File: config.mk
export PLATFORM = sky130hd
export DESIGN_NAME = sa_autosa_sdp_mrdma_ig
export DESIGN_NICKNAME = d
export VERILOG_FILES = /design/src/rtl/sa_autosa_sdp_mrdma_pkg.sv /design/src/rtl/sa_autosa_sdp_mrdma_ig_cnt.sv /design/src/rtl/sa_autosa_sdp_mrdma_ig.sv
export SDC_FILE = /design/constraint.sdc
export NUM_CORES = 1
export LEC_CHECK = 0
export ABC_AREA = 1
export BUFFER_PORTS_ARGS = -buffer_cell sky130_fd_sc_hd__buf_2
export CORE_MARGIN = 10
export CORE_UTILIZATION = 55
export DETAILED_ROUTE_END_ITERATION = 10
export PLACE_DENSITY = 0.83
export REMOVE_ABC_BUFFERS = 1
export SLEW_MARGIN = 10
export SYNTH_ARGS = -nofsm -noshare
export SYNTH_HDL_FRONTEND = slang
export SYNTH_SLANG_ARGS = --single-unit
File: constraint.sdc
create_clock -name autosa_core_clk -period 7.5 [get_ports autosa_core_clk]
set_clock_uncertainty 0.1 [all_clocks]
set_input_delay 1.125 -clock autosa_core_clk [delete_from_list [all_inputs] [get_ports autosa_core_clk]]
set_output_delay 1.125 -clock autosa_core_clk [all_outputs]
set_load 0.005 [all_outputs]
File: src/rtl/sa_autosa_sdp_mrdma_pkg.sv
// Shared types and constants for the SDP MRDMA ingress/egress path: precision
// encodings, atom geometry, payload widths and the ingress FSM state encoding.
package sa_autosa_sdp_mrdma_pkg;

    localparam int ATOM_BYTES = 32;
    localparam int DMA_PD_W   = 79;
    localparam int CQ_PD_W    = 14;
    localparam int DIM_W      = 13;
    localparam int ATOM_CNT_W = 14;
    localparam int ADDR_W     = 64;

    typedef enum logic [1:0] {
        PREC_INT8  = 2'd0,
        PREC_INT16 = 2'd1,
        PREC_FP16  = 2'd2
    } prec_e;

    typedef enum logic [1:0] {
        ST_IDLE = 2'd0,
        ST_REQ  = 2'd1,
        ST_DONE = 2'd2
    } ig_state_e;

    // Index of the last atom covering a (dimension - 1) value: 32 elements per
    // atom for int8, 16 for the 16-bit formats.
    function automatic logic [DIM_W-1:0] last_atom_idx(input logic [DIM_W-1:0] dim_m1,
                                                       input logic             is_int8);
        return is_int8 ? (dim_m1 >> 5) : (dim_m1 >> 4);
    endfunction

endpackage

File: src/rtl/sa_autosa_sdp_mrdma_ig_cnt.sv
// Cube-walk counters for MRDMA ingress: atom/line/surface position, chunk size
// of the current request and end-of-line/surface/layer flags.
module sa_autosa_sdp_mrdma_ig_cnt
    import sa_autosa_sdp_mrdma_pkg::*;
#(
    parameter int MAX_REQ_ATOMS = 8
) (
    input  logic                  clk,
    input  logic                  rst_n,
    input  logic                  load_i,
    input  logic                  fire_i,
    input  logic [1:0]            precision_i,
    input  logic [DIM_W-1:0]      width_i,
    input  logic [DIM_W-1:0]      height_i,
    input  logic [DIM_W-1:0]      channel_i,
    output logic [ATOM_CNT_W-1:0] chunk_atoms_o,
    output logic                  eol_o,
    output logic                  eos_o,
    output logic                  last_o
);

    localparam logic [ATOM_CNT_W-1:0] MAX_CHUNK = ATOM_CNT_W'(MAX_REQ_ATOMS);

    logic                  is_int8;
    logic [ATOM_CNT_W-1:0] apl_q, apl_d;
    logic [ATOM_CNT_W-1:0] atom_cnt_q, atom_cnt_d;
    logic [DIM_W-1:0]      line_last_q, line_last_d;
    logic [DIM_W-1:0]      surf_last_q, surf_last_d;
    logic [DIM_W-1:0]      line_cnt_q, line_cnt_d;
    logic [DIM_W-1:0]      surf_cnt_q, surf_cnt_d;
    logic [ATOM_CNT_W-1:0] remaining;

    assign is_int8       = (precision_i == PREC_INT8);
    assign remaining     = apl_q - atom_cnt_q;
    assign chunk_atoms_o = (remaining > MAX_CHUNK) ? MAX_CHUNK : remaining;
    assign eol_o         = (remaining <= MAX_CHUNK);
    assign eos_o         = eol_o && (line_cnt_q == line_last_q);
    assign last_o        = eos_o && (surf_cnt_q == surf_last_q);

    // NOTE: every always_comb output takes its hold value first, so no path
    // leaves a signal unassigned and no latch is inferred.
    always_comb begin
        apl_d       = apl_q;
        atom_cnt_d  = atom_cnt_q;
        line_last_d = line_last_q;
        surf_last_d = surf_last_q;
        line_cnt_d  = line_cnt_q;
        surf_cnt_d  = surf_cnt_q;
        if (load_i) begin
            apl_d       = {1'b0, last_atom_idx(width_i, is_int8)} + ATOM_CNT_W'(1);
            line_last_d = height_i;
            surf_last_d = last_atom_idx(channel_i, is_int8);
            atom_cnt_d  = '0;
            line_cnt_d  = '0;
            surf_cnt_d  = '0;
        end else if (fire_i) begin
            if (eol_o) begin
                atom_cnt_d = '0;
                if (eos_o) begin
                    line_cnt_d = '0;
                    surf_cnt_d = surf_cnt_q + DIM_W'(1);
                end else begin
                    line_cnt_d = line_cnt_q + DIM_W'(1);
                end
            end else begin
                atom_cnt_d = atom_cnt_q + chunk_atoms_o;
            end
        end
    end

    // NOTE: state registers use non-blocking assignments so every flop samples
    // pre-edge values regardless of statement order.
    always_ff @(posedge clk or negedge rst_n) begin
        if (!rst_n) begin
            apl_q       <= '0;
            atom_cnt_q  <= '0;
            line_last_q <= '0;
            surf_last_q <= '0;
            line_cnt_q  <= '0;
            surf_cnt_q  <= '0;
        end else begin
            apl_q       <= apl_d;
            atom_cnt_q  <= atom_cnt_d;
            line_last_q <= line_last_d;
            surf_last_q <= surf_last_d;
            line_cnt_q  <= line_cnt_d;
            surf_cnt_q  <= surf_cnt_d;
        end
    end

endmodule

File: src/rtl/sa_autosa_sdp_mrdma_ig.sv
// SDP MRDMA ingress: walks the source cube and issues paired DMA-read / context
// queue requests. Define SA_AUTOSA_SDP_MRDMA_IG_STALL_CNT_EN for the stall counter.
module sa_autosa_sdp_mrdma_ig
    import sa_autosa_sdp_mrdma_pkg::*;
#(
    parameter int MAX_REQ_ATOMS = 8
) (
    input  logic                autosa_core_clk,
    input  logic                autosa_core_rstn,
    input  logic                op_load,
    input  logic [31:0]         reg2dp_src_base_addr_high,
    input  logic [31:0]         reg2dp_src_base_addr_low,
    input  logic [31:0]         reg2dp_src_line_stride,
    input  logic [31:0]         reg2dp_src_surface_stride,
    input  logic [DIM_W-1:0]    reg2dp_width,
    input  logic [DIM_W-1:0]    reg2dp_height,
    input  logic [DIM_W-1:0]    reg2dp_channel,
    input  logic [1:0]          reg2dp_in_precision,
    output logic [DMA_PD_W-1:0] dma_rd_req_pd,
    output logic                dma_rd_req_vld,
    input  logic                dma_rd_req_rdy,
    output logic [CQ_PD_W-1:0]  ig2cq_pd,
    output logic                ig2cq_pvld,
    input  logic                ig2cq_prdy,
    output logic                ig_done,
    output logic [31:0]         dp2reg_mrdma_ig_stall
);

    localparam logic [31:0]     STRIDE_MASK = ~32'(ATOM_BYTES - 1);
    localparam logic [ADDR_W-1:0] ADDR_MASK = ~ADDR_W'(ATOM_BYTES - 1);

    ig_state_e             state_q;
    logic [ADDR_W-1:0]     addr_q, line_base_q, surf_base_q;
    logic [31:0]           line_stride_q, surf_stride_q;
    logic                  ig_done_q;

    logic                  pending, fire, load;
    logic                  eol, eos, last;
    logic [ATOM_CNT_W-1:0] chunk_atoms, chunk_m1;
    logic [ADDR_W-1:0]     base_addr_d, line_next_d, surf_next_d, addr_next_d;

    assign pending = (state_q == ST_REQ);
    assign fire    = pending && dma_rd_req_rdy && ig2cq_prdy;
    assign load    = op_load && (state_q == ST_IDLE);

    assign base_addr_d = {reg2dp_src_base_addr_high, reg2dp_src_base_addr_low} & ADDR_MASK;
    assign line_next_d = line_base_q + {32'b0, line_stride_q};
    assign surf_next_d = surf_base_q + {32'b0, surf_stride_q};
    assign addr_next_d = addr_q + {45'b0, chunk_atoms, 5'b0};
    assign chunk_m1    = chunk_atoms - ATOM_CNT_W'(1);

    sa_autosa_sdp_mrdma_ig_cnt #(
        .MAX_REQ_ATOMS(MAX_REQ_ATOMS)
    ) u_cnt (
        .clk          (autosa_core_clk),
        .rst_n        (autosa_core_rstn),
        .load_i       (load),
        .fire_i       (fire),
        .precision_i  (reg2dp_in_precision),
        .width_i      (reg2dp_width),
        .height_i     (reg2dp_height),
        .channel_i    (reg2dp_channel),
        .chunk_atoms_o(chunk_atoms),
        .eol_o        (eol),
        .eos_o        (eos),
        .last_o       (last)
    );

    // Each side's valid waits on the other side's ready so both transfer together.
    assign dma_rd_req_vld = pending && ig2cq_prdy;
    assign ig2cq_pvld     = pending && dma_rd_req_rdy;
    assign dma_rd_req_pd  = pending ? {1'b0, chunk_m1, addr_q} : '0;
    assign ig2cq_pd       = pending ? {last, chunk_m1[DIM_W-1:0]} : '0;
    assign ig_done        = ig_done_q;

    // NOTE: address and stride registers are reset too, so the pd outputs and
    // any bench trace are clean from the first cycle after reset.
    always_ff @(posedge autosa_core_clk or negedge autosa_core_rstn) begin
        if (!autosa_core_rstn) begin
            state_q       <= ST_IDLE;
            addr_q        <= '0;
            line_base_q   <= '0;
            surf_base_q   <= '0;
            line_stride_q <= '0;
            surf_stride_q <= '0;
            ig_done_q     <= 1'b0;
        end else begin
            ig_done_q <= 1'b0;
            case (state_q)
                ST_IDLE: begin
                    if (op_load) begin
                        state_q       <= ST_REQ;
                        addr_q        <= base_addr_d;
                        line_base_q   <= base_addr_d;
                        surf_base_q   <= base_addr_d;
                        line_stride_q <= reg2dp_src_line_stride & STRIDE_MASK;
                        surf_stride_q <= reg2dp_src_surface_stride & STRIDE_MASK;
                    end
                end
                ST_REQ: begin
                    if (fire) begin
                        if (last) begin
                            state_q   <= ST_DONE;
                            ig_done_q <= 1'b1;
                        end else if (eos) begin
                            surf_base_q <= surf_next_d;
                            line_base_q <= surf_next_d;
                            addr_q      <= surf_next_d;
                        end else if (eol) begin
                            line_base_q <= line_next_d;
                            addr_q      <= line_next_d;
                        end else begin
                            addr_q <= addr_next_d;
                        end
                    end
                end
                ST_DONE: state_q <= ST_IDLE;
                default: state_q <= ST_IDLE;
            endcase
        end
    end

`ifdef SA_AUTOSA_SDP_MRDMA_IG_STALL_CNT_EN
    logic [31:0] stall_q;

    always_ff @(posedge autosa_core_clk or negedge autosa_core_rstn) begin
        if (!autosa_core_rstn) begin
            stall_q <= '0;
        end else if (load) begin
            stall_q <= '0;
        end else if (pending && !fire && (stall_q != 32'hFFFF_FFFF)) begin
            stall_q <= stall_q + 32'd1;
        end
    end

    assign dp2reg_mrdma_ig_stall = stall_q;
`else
    assign dp2reg_mrdma_ig_stall = '0;
`endif

endmodule
# Word-level counts from Yosys, hierarchy flattened
# Index checks and enable logic that the tools add are counted.
[totals]
wordCells = 90
input_bits = 174
register_bits = 329
output_inout_bits = 128
[op_classes]
n_mux = 38
n_addsub = 9
n_lt_le_gt_ge = 2
n_eq_ne = 9
n_reduce_logical = 19
[ops]
columns = ["cell", "n"]
rows = [
  ["$mux 64", 12],
  ["$pmux 64 s2", 3],
  ["$add 64x32->64", 2],
  ["$mux 13", 8],
  ["$mux 78", 1],
  ["$mux 14", 5],
  ["$add 64x19->64", 1],
  ["$add 13x1->13 const B", 2],
  ["$eq 13x13->1", 2],
  ["$mux 9", 2],
  ["$add 13x1->14 const B", 1],
  ["$add 14x14->14", 1],
  ["$gt 14x4->1 const B", 1],
  ["$le 14x4->1 const B", 1],
  ["$sub 14x1->14 const B", 1],
  ["$sub 14x14->14", 1],
  ["$reduce_and 5->1", 2],
  ["$reduce_bool 2->1", 4],
  ["$logic_and 1x1->1", 6],
  ["$mux 2", 3],
  ["$ne 2x1->1 const B", 3],
  ["$reduce_and 3->1", 2],
  ["$logic_not 2->1", 2],
  ["$ne 2x2->1 const B", 2],
  ["6 further kinds", 9],
]

# Longest topological paths before layout
# Gate-level depths: netlist (run 1).
[logic_depth]
ltp_word = 9
depth_mapped = 32
depth_no_buf = 31

# Cells and area by module
# A second synthesis (run 1) with hierarchy kept.
[unflattened]
cells_unflattened = 4434
hier_area_um2 = 26832.0
[by_module_without_submodules]
columns = ["mod", "n_inst", "cells_per_inst", "area_each_um2", "seq_area_each_um2"]
rows = [
  ["sa_autosa_sdp_mrdma_ig", 1, 3694, 21627.0, 5905.7],
  ["sa_autosa_sdp_mrdma_ig_cnt", 1, 740, 5205.0, 1801.7],
]

# Least setup slack after synthesis (run 1)
# Ideal clock, no wire load.
[synth_path]
kind = "register to output"
start = "register u_cnt.atom_cnt_q[0]"
end = "output port ig2cq_pd[2]"
t_arrival_ps = 2921
n_path_buf = 3
setup_slack_ps = 3354
path_stages_with_launch = 17
t_required_ps = 6275
path_cell_list = "dfrtp_1 -> ha_1 -> fa_1 -> nand2_1 -> inv_1 -> nand2_1 -> nand3_1 -> nand2_1 -> inv_1 -> nand3_1 -> nor3_4 -> nand2_4 -> clkinv_1 -> clkbuf_1 -> clkbuf_1 -> a31oi_1 -> buf_4"
[synth_between]
elab_chain_len = 5
[synth_rtl]
columns = ["element", "line_no", "source"]
rows = [
  ["start, declared", "sa_autosa_sdp_mrdma_ig_cnt.sv:26", "logic [ATOM_CNT_W-1:0] atom_cnt_q, atom_cnt_d;"],
  ["start signal, assigned", "sa_autosa_sdp_mrdma_ig_cnt.sv:83", "atom_cnt_q <= atom_cnt_d;"],
  ["$sub 14x14->14 *", "sa_autosa_sdp_mrdma_ig_cnt.sv:34", "assign remaining = apl_q - atom_cnt_q;"],
  ["$gt 14x4->1", "sa_autosa_sdp_mrdma_ig_cnt.sv:35", "assign chunk_atoms_o = (remaining > MAX_CHUNK) ? MAX_CHUNK : remaining;"],
  ["$mux 14 *", "sa_autosa_sdp_mrdma_ig_cnt.sv:35", ""],
  ["$sub 14x1->14 *", "sa_autosa_sdp_mrdma_ig.sv:50", "assign chunk_m1 = chunk_atoms - ATOM_CNT_W'(1);"],
  ["$mux 14 *", "sa_autosa_sdp_mrdma_ig.sv:73", "assign ig2cq_pd = pending ? {last, chunk_m1[DIM_W-1:0]} : '0;"],
  ["end, declared", "sa_autosa_sdp_mrdma_ig.sv:22", "output logic [CQ_PD_W-1:0] ig2cq_pd,"],
]
# Every way passes the cells marked *; elsewhere a longest branch is shown, timed or not.

# Final worst setup path (run 1)
[layout_path]
start = "register u_cnt.atom_cnt_q[0]"
end = "output port dma_rd_req_pd[66]"
[layout_between]
elab_chain_len = 5
[layout_rtl]
columns = ["element", "line_no", "source"]
rows = [
  ["$sub 14x14->14 *", "sa_autosa_sdp_mrdma_ig_cnt.sv:34", ""],
  ["$gt 14x4->1", "sa_autosa_sdp_mrdma_ig_cnt.sv:35", ""],
  ["$mux 14 *", "sa_autosa_sdp_mrdma_ig_cnt.sv:35", ""],
  ["$sub 14x1->14 *", "sa_autosa_sdp_mrdma_ig.sv:50", ""],
  ["$mux 78 *", "sa_autosa_sdp_mrdma_ig.sv:72", "assign dma_rd_req_pd = pending ? {1'b0, chunk_m1, addr_q} : '0;"],
  ["end, declared", "sa_autosa_sdp_mrdma_ig.sv:19", "output logic [DMA_PD_W-1:0] dma_rd_req_pd,"],
]
# Marked as above.

==> results of run 1 <==
[worst max-delay path: stages, from the launching register on]
cell and delay [ps]:
dfrtp_1 390, ha_1 250, fa_1 520, nand2_1 120, inv_1 60, nand2_1 360, nand3_1 130, nand2_1 80
inv_1 40, nand3_1 100, nor3_4 70, nand2_4 550, clkinv_1 910, a31oi_1 620, buf_2 200
[synth_stat cells, drive strengths merged (5+ instances only)]
cell type	count
a211oi	6
a21boi	8
a21oi	248
a22oi	39
a2bb2oi	28
a31oi	16
buf	92
clkbuf	82
dfrtp	308
ha	80
inv	482
mux2i	5
nand2	1040
nand3	187
nand3b	5
nand4	50
nor2	344
nor3	94
nor4	39
o211ai	13
o21a	22
o21ai	248
o22ai	17
o31ai	6
or2	15
xnor2	34
xor2	86
[cell families after synthesis]
kind of cell / count (synthesis)
and+or+nand+nor: 1781
AOI/OAI and AO/OA: 669
buffers and inverters: 658
DFF: 308
xor gates and xnor gates: 120
adders and majority gates: 83
muxes: 5
other: 1
[flip-flops by register name, summed over array words and instances (netlist names)]
| name | cells |
|---|---|
| u_cnt.surf_cnt_q | 13 |
| u_cnt.apl_q | 10 |
| addr_q | 60 |
| state_q | 2 |
| ig_done | 1 |
| line_stride_q | 27 |
| u_cnt.line_cnt_q | 13 |
| surf_stride_q | 27 |
| u_cnt.surf_last_q | 9 |
| u_cnt.line_last_q | 13 |
| line_base_q | 60 |
| surf_base_q | 59 |
| u_cnt.atom_cnt_q | 14 |
[power breakdown]
group	total (mW)	internal, mW	switching [mW]
registers	2.97	2.36	0.612
clock network	1.86	1.07	0.790
logic	6.51	2.23	4.29
total	11.4	5.66	5.69
[through the flow]
stage               total power, mW  utilization  setup WS, ps
floorplan                     7.427            -         -6286
global placement              9.162       0.5886          2081
detailed placement            9.284       0.5886          2038
CTS                           11.20       0.6174          1364
global route                  12.29       0.6175         984.8
finish                        11.35       0.6175          1305
[cells in the final DEF, fill, tap and decap left out, types with 6 or more instances in the layout]
cell type  Yosys  layout
nand2_1     1019    1018
nand2_2       18      18
a21boi_0       7       7
clkbuf_16      0      39
nand4_1       50      50
xor2_1        86      86
clkbuf_1      82       8
o22ai_1       17      17
nor2_1       339     335
a211oi_1       6       6
nor4_1        39      39
a2bb2oi_1     28      28
o31ai_1        6       6
a22oi_1       39      39
o211ai_1      13      13
nand3_1      182     182
a31oi_1       16      16
conb_1         1      40
clkinv_2       0       9
clkbuf_8       0       8
o21ai_1       27      27
ha_1          80      80
a21oi_1      246     246
dfrtp_1      308     308
inv_2         12      12
inv_1        470     469
buf_4         54      21
o21ai_0      215     215
xnor2_1       34      34
buf_2         24     244
or2_2         15      15
o21a_1        22      22
nor3_1        89      89
[worst paths after layout]
check	startpoint	end	cells after the start
worst max register to register	u_cnt.atom_cnt_q[0]	surf_base_q[45]	21
worst min register to register	line_base_q[3]	line_base_q[3]	2
worst max-delay path	u_cnt.atom_cnt_q[0]	dma_rd_req_pd[66]	14
min in group asynchronous	autosa_core_rstn	u_cnt.line_last_q[0]	1
max in group asynchronous	autosa_core_rstn	addr_q[62]	2
worst min-delay path	line_base_q[3]	line_base_q[3]	2
[per-layer routing]
layer  up-vias  wire, um  track usage
met3       183      7836      0.04989
met1     11680     36010       0.4270
met5         -         0            0
met2      1193     37940       0.4924
li1      12040         -            -
met4         0      3347       0.1268
[cell type report]
type	count	area share
antenna	2	0.0001882
clock buffer	55	0.04196
clock inverter	14	0.004657
inverter	484	0.06849
multi-input combinational	2698	0.5143
sequential	308	0.2898
tap	585	0.02752
timing repair buffer	267	0.05315
==> results.md, run 1 <==
* Status: completed
* Clk root buf: clkbuf_16
* Ys async rst share at 1.000
* Setup repair after global routing missed its margin: no
* Largest family of logic cells by synthesized area: simple AND/OR/NAND/NOR gates
* CP startpoint kind: flop
* Reg-to-reg slack, setup at 1880 ps
* Critical path peak fanout at 55
* Largest net degree at the start of global routing at 130
* Multi-input gate area at 13680 sq um
* CP Capture Type: primary output
* Clock Latency Late Sink at 580 ps
* Seq/Total Area, Yosys at 0.3223
* Top cell type's share of synthesized area at 0.3223
* Maximum vdd drop at 0.0003083 V
* Dominant cell type by area after synthesis: dfrtp_1
* Crit path kind: reg2out
* Share of cells above drive strength 1 at 0.1069
* DPL Wire Length at 64240 um
* Die ar. at 52210 sq um
* Drt initial violations at 2550
* Post-route cell area at 26600 sq um
* Hold Vio Cnt, Final at 0
* Average routed wire per standard cell at 19.29 um
* Die width at 228.5 um
* Min-Delay Path Class: reg2reg
* Simple-Gate Fraction of Synth Area at 0.3134
* Max-slew violations at 0
* Cell count after synthesis at 3625
* Ys Warns at 0
* Fmax at 161.4 MHz
* Mux share of post-synthesis cell area at 0.002093
* Htree depth at 2
* Routability congestion estimate at 1.012
* Initial Util at 0.5551
* Post-cts resize count at 0
* Final non-filler cell total at 4413
* DRC viols at 0
* Max_cap viols at 0
* Number of synthesized flops with an enable pin at 0
* Library cells used by synthesis at 61
* Routed wire length at 85140 um
* Avg Vias per Cell at 5.685
* #FFs+latches synth at 308
* Worst slew margin at 0.2988
* DR vias at 25090
* Tightest Pin Transition at 1052 ps
* Compound-Gate Fraction of Synth Area at 0.1606
* Placed Cells at 4342
* Initial antenna violation count at 2
* Final hold slack at 371.1 ps
* Routed Antenna Nets at 0
* Fin crit share at 0.8260
* Nets@finish at 4054
* Die height at 228.5 um
* Shortest period the worst path allows at 6195 ps
* Top cells by area, synth: dfrtp_1 (32%), nand2_1 (16%), inv_1 (7.4%), nor2_1 (5.3%), a21oi_1 (5.1%)
* CTS tree: built
* Cell Rows at 76
* Register Area at 7707 sq um
* Mapped Area at 23910 sq um
* CP required at 6270 ps
* Core area at 43080 sq um
* Pwr Density at 426.7 nW/um^2
* I/O Buffers at 245
* Leakage power at 13.76 nW
* CTS Hold Bufs at 0
* I/O pins at 302
* Cts bufs inserted at 38
* TNS Setup at 0 ps
* Data arrival, critical path at 4970 ps
* DRT Pass-1 Iters at 6
* Total clock sinks at 308
* First-pass GRT wire length at 132300 um
* GRT Total Usage at 0.3146
* Total grt overflow at 0
* Setup bufs post-CTS at 0
* Count of final setup violators at 0
* Post-Synth XOR/XNOR Area at 0.04396
* Fillers at 4161
* Bufs on Longest Clock Path at 3
* Synth Flop Type: dfrtp_1
* Mapped Avg Cell Area at 6.596 sq um
* Reg clk slew, reported paths at 60 ps
* Area delta synth->final at 11.25%
* Vias in the first global route at 23990
* Synth Area in Adders at 0.04437
* Placed Area at 25350 sq um
(Power assumes the default switching activity.)
==> inputs of run 2 (changes only) <==
==> constraint.sdc (replaced) <==
create_clock -name autosa_core_clk -period 6.35 [get_ports autosa_core_clk]
set_clock_uncertainty 0.1 [all_clocks]
set_input_delay 0.9525 -clock autosa_core_clk [delete_from_list [all_inputs] [get_ports autosa_core_clk]]
set_output_delay 0.9525 -clock autosa_core_clk [all_outputs]
set_load 0.005 [all_outputs]
==> results.md, run 2 (same netlist as run 1, synthesis figures left out) <==
* Status: completed
* CP startpoint kind: flop
* Total clock sinks at 308 (unchanged)
* Bufs on Longest Clock Path at 3 (unchanged)
* Initial Util at 0.5551 (unchanged)
* Routed Antenna Nets at 0 (unchanged)
* Largest net degree at the start of global routing at 153 (+18%)
* Hold Vio Cnt, Final at 0 (unchanged)
* Max-slew violations at 0 (unchanged)
* GRT Total Usage at 0.3115 (-0.003066)
* Register Area at 7707 sq um (unchanged)
* Avg Vias per Cell at 5.720 (+0.62%)
* Post-cts resize count at 0 (unchanged)
* Pre-CTS WS at 1075 ps (-963.2 ps)
* I/O Buffers at 245 (unchanged)
* Share of cells above drive strength 1 at 0.1081 (+0.001222)
* Initial antenna violation count at 0 (-2)
* Worst path cell trace: ha_1 -> fa_1 -> nand2_1 -> inv_1 -> nand2_1 -> nand3_1 -> nand2_1 -> inv_1 -> nand3_1 -> nor3_4 -> nand2_4 -> buf_4 -> clkinv_1 -> buf_4 -> a31oi_1 -> buf_2
* # diodes at 0 (-2)
* Min-Delay Path Class: in2async
* Critical-path top delay cell: buf_4
* Shortest period the worst path allows at 5598 ps
* CP required at 5300 ps (-970 ps)
* Slack of the critical path at 751.5 ps (-553.8 ps)
* Die ar. at 52210 sq um (unchanged)
* Max_cap viols at 0 (unchanged)
* DPL Wire Length at 63500 um (-1.2%)
* CTS Hold Bufs at 0 (unchanged)
* Htree depth at 2 (unchanged)
* I/O pins at 302 (unchanged)
* Critical path peak fanout at 51 (-7.3%)
* Most frequent cells in the layout: nand2_1 (1018), inv_1 (469), nor2_1 (335), dfrtp_1 (308), a21oi_1 (246)
* Area delta synth->final at 11.58%
* Data arrival, critical path at 4550 ps (-420 ps)
* Fmax at 178.6 MHz
* Cells on worst reg2reg path at 20 (-4.8%)
* Fillers at 4087 (-1.8%)
* Setup bufs post-CTS at 0 (unchanged)
* Reg-to-reg slack, setup at 950 ps (-930 ps)
* Die height at 228.5 um (unchanged)
* Reg clk slew, reported paths at 60 ps (about the same)
* Clk root buf: clkbuf_16
* TNS Setup at 0 ps (unchanged)
* Core area at 43080 sq um (unchanged)
* Critical Path Max Stage Delay at 570 ps (-340 ps)
* Fin crit share at 0.8817
* Average routed wire per standard cell at 19.13 um (-0.87%)
* Drt initial violations at 2929 (+15%)
* Reg2Reg Capture Point: surf_base_q[60]
* Worst slew margin at 0.1998 (-0.09900)
* DRT Pass-1 Iters at 6 (unchanged)
* Nets@finish at 4058 (+0.099%)
* Count of final setup violators at 0 (unchanged)
* Tightest Pin Transition at 1197 ps (+145.7 ps)
* Maximum vdd drop at 0.0003298 V (+7.0%)
* Most common cell after layout, fill and taps aside: nand2_1
* Die width at 228.5 um (unchanged)
* Setup repair after global routing missed its margin: no
* Vias in the first global route at 24050 (+0.25%)
* First-pass GRT wire length at 131400 um (-0.68%)
* Total grt overflow at 0 (unchanged)
* DRC viols at 0 (unchanged)
* Reg2Reg Launch Point: u_cnt.atom_cnt_q[0]
* CP Capture Type: primary output
* Biggest regs: addr_q: 60 flops, line_base_q: 60 flops, surf_base_q: 59 flops
* Routed wire length at 84420 um (-0.85%)
* DR vias at 25250 (+0.64%)
* Most used cell, CP: nand2_1
* Clock Latency Late Sink at 580 ps (about the same)
* Leakage power at 13.81 nW (+0.37%)
* Routability congestion estimate at 1.014 (+0.21%)
* Cts bufs inserted at 38 (unchanged)
* Cell Rows at 76 (unchanged)
* Crit path kind: reg2out
* Pwr Density at 504.6 nW/um^2 (+18%)
* Multi-input gate area at 13680 sq um (unchanged)
* CTS tree: built
* Total power after layout at 13.46 mW (+19%)
* Util after Layout at 0.6194 (+0.001859)
run 2: cell types whose count changed in the layout (fill, tap and decap cells not counted):
cell / delta
clkbuf_8: +3
clkinvlp_4: -1
inv_6: -1
bufinv_16: +1
clkinv_2: -1
diode_2: -2
buf_12: +1
buf_4: +3
clkbuf_1: -2
run 2: power breakdown:
part | switching (mW) | leakage (nW) | total, mW | internal [mW]
combinational | 5.06 | 9.46 | 7.70 | 2.64
sequential | 0.728 | 3.71 | 3.51 | 2.79
clock | 0.913 | 0.640 | 2.25 | 1.34
total | 6.70 | 13.8 | 13.5 | 6.76
run 2: routing by layer:
layer / global-route usage / routed length [um] / vias to the layer above
met5: 0 / 0 / -
li1: - / - / 12050
met4: 0.1285 / 3503 / 0
met1: 0.4238 / 35590 / 11660
met2: 0.4822 / 37200 / 1327
met3: 0.05374 / 8131 / 210
run 2: through the flow:
step	hold slack, ps	area, sq um	cells
floorplan	336.8	23170	3490
global placement	355.9	25400	4346
detailed placement	363.4	25400	4346
CTS	339.4	26680	4414
global route	363.5	26680	4414
finish	291.9	26680	4414
run 2: layout make-up:
| class | count | share of cell area |
|---|---|---|
| clock inverters | 12 | 0.004971 |
| multi-input cells | 2698 | 0.5127 |
| well taps | 585 | 0.02744 |
| repair buffers | 271 | 0.05459 |
| clock buffers | 56 | 0.04310 |
| inverters | 484 | 0.06828 |
| flip-flops and latches | 308 | 0.2889 |
run 2: critical path, delay by kind of cell, from the launching register on:
kind | cells | cell delay (ps)
simple gates | 7 | 1100
flops | 1 | 390
buf+inv | 6 | 1420
compound gates | 1 | 290
fa+ha+maj | 2 | 770
run 2: how the worst max path moves through the flow:
stage | startpoint | end | slack [ps] | cells after the start
2_1_floorplan | state_q[0] | surf_base_q[47] | -7440 | 13
3_3_place_gp | u_cnt.atom_cnt_q[0] | surf_base_q[60] | 1170 | 20
3_5_place_dp | u_cnt.atom_cnt_q[0] | surf_base_q[37] | 1080 | 20
4_1_cts | u_cnt.atom_cnt_q[0] | ig2cq_pd[2] | 850 | 16
5_1_grt | u_cnt.atom_cnt_q[0] | ig2cq_pd[2] | 490 | 16
6_report | u_cnt.atom_cnt_q[0] | ig2cq_pd[2] | 750 | 16
